`config.mk`:
```
export PLATFORM = sky130hd
export DESIGN_NAME = mod_counter_sequencer
export DESIGN_NICKNAME = d
export VERILOG_FILES = /design/src/rtl/mod_counter_sequencer.sv
export SDC_FILE = /design/constraint.sdc
export NUM_CORES = 1
export LEC_CHECK = 0
export CORE_MARGIN = 8
export CORE_UTILIZATION = 50
export CTS_CLUSTER_DIAMETER = 200
export CTS_CLUSTER_SIZE = 20
export DETAILED_ROUTE_END_ITERATION = 12
export GPL_TIMING_DRIVEN = 0
export PLACE_DENSITY = 0.78
export SKIP_LAST_GASP = 1
export SLEW_MARGIN = 20
export SYNTH_ARGS = -nofsm -noshare
export SYNTH_HDL_FRONTEND = slang
export SYNTH_SLANG_ARGS = --single-unit
export TNS_END_PERCENT = 5
```
`constraint.sdc`:
```
create_clock -name clk -period 2.35 [get_ports clk]
set_clock_uncertainty 0.2 [all_clocks]
set_input_delay 0.5875 -clock clk [delete_from_list [all_inputs] [get_ports clk]]
set_output_delay 0.5875 -clock clk [all_outputs]
set_load 0.02 [all_outputs]
```
`src/rtl/mod_counter_sequencer.sv`:
```
// Programmable modulo-N counter sequencer: start/pause/stop control plus a bounded number of full count periods.
// Optional MOD_COUNTER_DOWN_EN adds a 'down' input, latched at start, that makes the run count down.
module mod_counter_sequencer #(
    parameter int WIDTH  = 4,
    parameter int WRAP_W = 8
) (
    input  logic              clk,
    input  logic              clear,
    input  logic              start,
    input  logic              stop,
    input  logic              pause,
`ifdef MOD_COUNTER_DOWN_EN
    input  logic              down,
`endif
    input  logic [WIDTH-1:0]  modulus,
    input  logic [WRAP_W-1:0] wraps,
    output logic [WIDTH-1:0]  count,
    output logic              tc,
    output logic              busy,
    output logic              done,
    output logic              err,
    output logic [WRAP_W-1:0] wrap_cnt
);

    typedef enum logic [1:0] {S_IDLE, S_RUN, S_HOLD, S_DONE} state_t;

    localparam logic [WIDTH-1:0]  CNT_ONE  = WIDTH'(1);
    localparam logic [WIDTH-1:0]  MOD_MIN  = WIDTH'(2);
    localparam logic [WRAP_W-1:0] WRAP_ONE = WRAP_W'(1);

    state_t             state_q, state_d;
    logic [WIDTH-1:0]   count_q, count_d;
    logic [WIDTH-1:0]   mod_q, mod_d;
    logic [WRAP_W-1:0]  wraps_q, wraps_d;
    logic [WRAP_W-1:0]  wrap_cnt_q, wrap_cnt_d;
    logic               err_q, err_d;
    logic               down_q, down_d;
    logic               down_in;

    logic [WIDTH-1:0]   last_val;
    logic [WIDTH-1:0]   reload_val;
    logic [WRAP_W-1:0]  wrap_inc;
    logic               at_last;

`ifdef MOD_COUNTER_DOWN_EN
    assign down_in = down;
`else
    assign down_in = 1'b0;
`endif

    // Terminal value and reload value swap roles depending on direction.
    always_comb begin
        last_val   = down_q ? '0 : (mod_q - CNT_ONE);
        reload_val = down_q ? (mod_q - CNT_ONE) : '0;
        at_last    = (count_q == last_val);
        wrap_inc   = wrap_cnt_q + WRAP_ONE;
    end

    always_comb begin
        state_d    = state_q;
        count_d    = count_q;
        mod_d      = mod_q;
        wraps_d    = wraps_q;
        wrap_cnt_d = wrap_cnt_q;
        down_d     = down_q;
        err_d      = 1'b0;
        case (state_q)
            S_IDLE: begin
                count_d = '0;
                if (start) begin
                    if (modulus >= MOD_MIN) begin
                        state_d    = S_RUN;
                        mod_d      = modulus;
                        wraps_d    = wraps;
                        down_d     = down_in;
                        wrap_cnt_d = '0;
                        count_d    = down_in ? (modulus - CNT_ONE) : '0;
                    end else begin
                        err_d = 1'b1;
                    end
                end
            end
            S_RUN: begin
                if (stop) begin
                    state_d = S_IDLE;
                    count_d = '0;
                end else if (pause) begin
                    state_d = S_HOLD;
                end else if (at_last) begin
                    wrap_cnt_d = wrap_inc;
                    count_d    = reload_val;
                    // wraps_q == 0 means free-running: wrap_cnt just rolls over.
                    if ((wraps_q != '0) && (wrap_inc == wraps_q)) begin
                        state_d = S_DONE;
                        count_d = '0;
                    end
                end else begin
                    count_d = down_q ? (count_q - CNT_ONE) : (count_q + CNT_ONE);
                end
            end
            S_HOLD: begin
                if (stop) begin
                    state_d = S_IDLE;
                    count_d = '0;
                end else if (!pause) begin
                    state_d = S_RUN;
                end
            end
            S_DONE: begin
                state_d = S_IDLE;
                count_d = '0;
            end
            default: begin
                state_d = S_IDLE;
                count_d = '0;
            end
        endcase
    end

    always_ff @(posedge clk) begin
        if (clear) begin
            state_q    <= S_IDLE;
            count_q    <= '0;
            mod_q      <= '0;
            wraps_q    <= '0;
            wrap_cnt_q <= '0;
            err_q      <= 1'b0;
            down_q     <= 1'b0;
        end else begin
            state_q    <= state_d;
            count_q    <= count_d;
            mod_q      <= mod_d;
            wraps_q    <= wraps_d;
            wrap_cnt_q <= wrap_cnt_d;
            err_q      <= err_d;
            down_q     <= down_d;
        end
    end

    assign count    = count_q;
    assign tc       = (state_q == S_RUN) && at_last;
    assign busy     = (state_q == S_RUN) || (state_q == S_HOLD);
    assign done     = (state_q == S_DONE);
    assign err      = err_q;
    assign wrap_cnt = wrap_cnt_q;

endmodule
```
==> flow_metrics.py <==
metrics = {
    "status": {
        "run_status": "finished, violations left",
        "failed_checks": "negative setup slack",
    },
    "drt": {
        "drt_first_iter_violations": 151,
        "vias_per_cell": 5.55,
        "avgRoutedWirePerCell_um": 13.7,
        "drc": 0,
        "dr_total_vias": 1620,
        "drtAntennaViolNets": 0,
        "postRouteWirelength_mm": 4.00,
        "total_iterations_of_the_first_detailed_routing_run": 4,
    },
    "logic_synthesis": {
        "syn_area_um2": 1670,
        "sequential_element_share_of_the_synthesized_area_pct": 32.4,
        "post_synth_inst_count": 207,
        "ys_top_cells_by_area": "sky130_fd_sc_hd__dfxtp_1 (32%), sky130_fd_sc_hd__nand2_1 (8.8%), sky130_fd_sc_hd__ha_1 (5.2%)",
        "ys_dominant_reg_cell": "sky130_fd_sc_hd__dfxtp_1",
        "yosys-top-cells-count": "sky130_fd_sc_hd__nand2_1 (39), sky130_fd_sc_hd__dfxtp_1 (27), sky130_fd_sc_hd__a21oi_1 (17)",
        "postSynthRegisterBits": 27,
        "number_of_flops_mapped_to_enable_cells_by_yosys": 0,
        "synthesis.yosys.warnings": 0,
        "synthMostInstantiatedCell": "sky130_fd_sc_hd__nand2_1",
        "post_synthesis_cell_type_count": 47,
        "synth_largest_type_area_fraction_pct": 32.4,
        "synth_largest_area_cell": "sky130_fd_sc_hd__dfxtp_1",
        "synth.avg_cell_area_um2": 8.06,
        "postSynthNetCount": 231,
        "ffs_w_async_s_r_synth_pct": 0,
    },
    "pwr": {
        "post-layout-total-power_w": 0.000999,
        "share_comb_of_total_power_pct": 28.5,
        "cellInternalPower_w": 0.000673,
        "p_sw_share_pct": 32.6,
        "power.clock.fraction_pct": 21.2,
        "total_switching_power_w": 0.000326,
        "worst_ir_drop_vdd_mv": 0.326,
        "p_seq_share_pct": 50.3,
        "power.density_nw_per_um2": 463,
        "p_leak_nw": 0.781,
    },
    "setup_path": {
        "r2r_setup_slack_ps": 80,
        "reg2regPathDepth": 6,
        "path_class": "reg -> out",
        "worst_ep_arrival_time_ps": 1660,
        "cp-end-kind": "primary output",
        "timing.critical_path.required_ps": 1560,
        "cp-start-kind": "flop",
        "startpoint": "mod_q[1]",
        "worst_reg2reg_path_startpoint": "wrap_cnt[0]",
        "r2r-end": "state_q[1]",
        "critical_path_peak_fanout": 2,
    },
    "placement": {
        "placement.io_buffers": 32,
        "dp_worst_setup_slack_ps": -386,
        "gp_congestion": 0.862,
        "placed_instances": 285,
        "dp.final_hpwl_mm": 2.95,
    },
    "sta": {
        "worst-slew-pin-transition_ps": 582,
        "fmax_mhz": 409,
        "finalWorstSetupSlack_ps": -94.0,
        "final.min_clock_period_ps": 2440,
        "timing.final.setup_violations": 1,
        "grt_setup_unrepaired": "true",
        "hold_viol_final": 0,
        "final_number_of_max_transition_violations": 0,
        "min_period_over_period_pct": 104,
        "slew_headroom_pct": 60.9,
    },
    "floorplan": {
        "pin_count": 33,
        "core_area_um2": 3260,
        "initial_core_util_pct": 51.2,
        "die-width_um": 73.8,
        "placement_rows": 21,
        "total_die_area_um2": 5440,
        "die_h_um": 73.8,
    },
    "layout": {
        "fillerInstances": 303,
        "utilization_after_layout_pct": 66.1,
        "drive_above_1_share_pct": 14.6,
        "fin_cells": 292,
        "insertedDiodeCount": 0,
        "areaGrowthSynthToFinish_pct": 29.1,
        "final_net_count": 271,
    },
    "clocking": {
        "cts_made_buffers": 3,
        "cts-htree-levels": 1,
        "cts.path.max_buffers": 2,
        "clkSinkCount": 27,
        "ctsHoldBuffers": 0,
        "tritoncts_clock_tree": "built",
        "clk_root_buffer_cell": "sky130_fd_sc_hd__clkbuf_4",
        "worst_skew_pair.late_latency_ps": 330,
        "cts.reportedPaths.clkPinSlew_ps": 150,
    },
    "global_routing": {
        "grt_pass1_vias": 1448,
        "grt_start_max_net_pins": 17,
        "total_congestion_overflow": 0,
        "grt_pass1_wl_mm": 6.44,
        "grtUsageTotal_pct": 14.8,
        "antenna_found_initial": 0,
    },
    "hold_path": {
        "hold_path_depth": 2,
        "hold_path_end": "mod_q[2]",
        "timing.hold.worst.start": "mod_q[2]",
        "hold_class": "reg -> reg",
    },
    "flow_run": {
        "timing.max_cap.violations": 0,
    },
}
critical path, cell delays in order (launching register included):
cell                      delay, ps
sky130_fd_sc_hd__dfxtp_2        380
sky130_fd_sc_hd__inv_2           50
sky130_fd_sc_hd__ha_4           250
sky130_fd_sc_hd__xnor2_4        130
sky130_fd_sc_hd__nor3_4         210
sky130_fd_sc_hd__and3_4         210
sky130_fd_sc_hd__buf_6          110
how the worst max path moves through the flow:
stage	end	cells past startpoint
finish	tc	6
global route	tc	6
CTS	tc	4
detailed placement	tc	6
global placement	tc	6
floorplan	state_q[1]	6
layout by cell type, fill, tap and decap left out, types with 4 or more instances in the layout:
| cell | netlist | final |
|---|---|---|
| sky130_fd_sc_hd__ha_1 | 7 | 6 |
| sky130_fd_sc_hd__inv_1 | 9 | 7 |
| sky130_fd_sc_hd__nand2_1 | 39 | 39 |
| sky130_fd_sc_hd__dfxtp_1 | 27 | 22 |
| sky130_fd_sc_hd__clkbuf_1 | 6 | 6 |
| sky130_fd_sc_hd__nor3_1 | 6 | 5 |
| sky130_fd_sc_hd__a31o_2 | 6 | 6 |
| sky130_fd_sc_hd__nand3_1 | 11 | 11 |
| sky130_fd_sc_hd__nor2_1 | 5 | 5 |
| sky130_fd_sc_hd__o21ai_0 | 5 | 5 |
| sky130_fd_sc_hd__clkbuf_4 | 1 | 4 |
| sky130_fd_sc_hd__dfxtp_2 | 0 | 5 |
| sky130_fd_sc_hd__xnor2_1 | 9 | 7 |
| sky130_fd_sc_hd__xor2_1 | 4 | 4 |
| sky130_fd_sc_hd__clkdlybuf4s50_1 | 0 | 30 |
| sky130_fd_sc_hd__o211ai_1 | 4 | 4 |
| sky130_fd_sc_hd__a21oi_1 | 17 | 17 |
| sky130_fd_sc_hd__buf_4 | 1 | 4 |
layer usage:
layer  vias to the layer above  GRT usage [%]  routed length, um
met5                         -              0                  0
met4                         0           7.76                 42
met3                         2           2.46                192
met2                        48           22.8               1860
met1                       750           19.0               1900
li1                        820              -                  -
power groups by stage:
stage	Clock (W)	Combinational [W]	Sequential [W]
floorplan	0	0.000182	0.000507
global placement	0	0.000257	0.000511
detailed placement	0	0.000260	0.000511
CTS	0.000221	0.000262	0.000501
global route	0.000237	0.000316	0.000505
finish	0.000212	0.000285	0.000502
timing repair:
| item | CTS | global route |
|---|---|---|
| pin swaps | 1 | 2 |
| hold endpoints to repair | 0 | 0 |
| setup endpoints to repair | 3 | 5 |
| buffers inserted | 2 | 1 |
| resized for setup | 9 | 12 |
layout make-up:
type	count	area (um^2)	share of cell area (%)
inverter	9	33.8	1.57
tap	46	57.6	2.67
clock inverter	1	7.51	0.348
clock buffer	3	22.5	1.05
timing repair buffer	35	343	15.9
sequential	27	547	25.4
multi-input combinational	160	1090	50.6
buffer	11	52.6	2.44
cell families after synthesis:
family | synth area share, %
buf+inv | 5.17
compound gates | 22.7
simple gates | 26.2
fa+ha+maj | 5.25
flops | 32.4
xor+xnor | 8.25
registers in the layout (all words and copies together), names as in the netlist:
register  cells
count         4
err           1
mod_q         4
state_q       2
wrap_cnt      8
wraps_q       8
metrics by stage:
stage | setup TNS [ps] | instance area (um^2) | hold WS [ps]
2_1_floorplan | 0 | 1670 | 249
3_3_place_gp | -3710 | 2050 | 263
3_5_place_dp | -3810 | 2050 | 268
4_1_cts | -146 | 2090 | 277
5_1_grt | -327 | 2150 | 303
6_report | -94.0 | 2150 | 286
(Power assumes the default switching activity.)
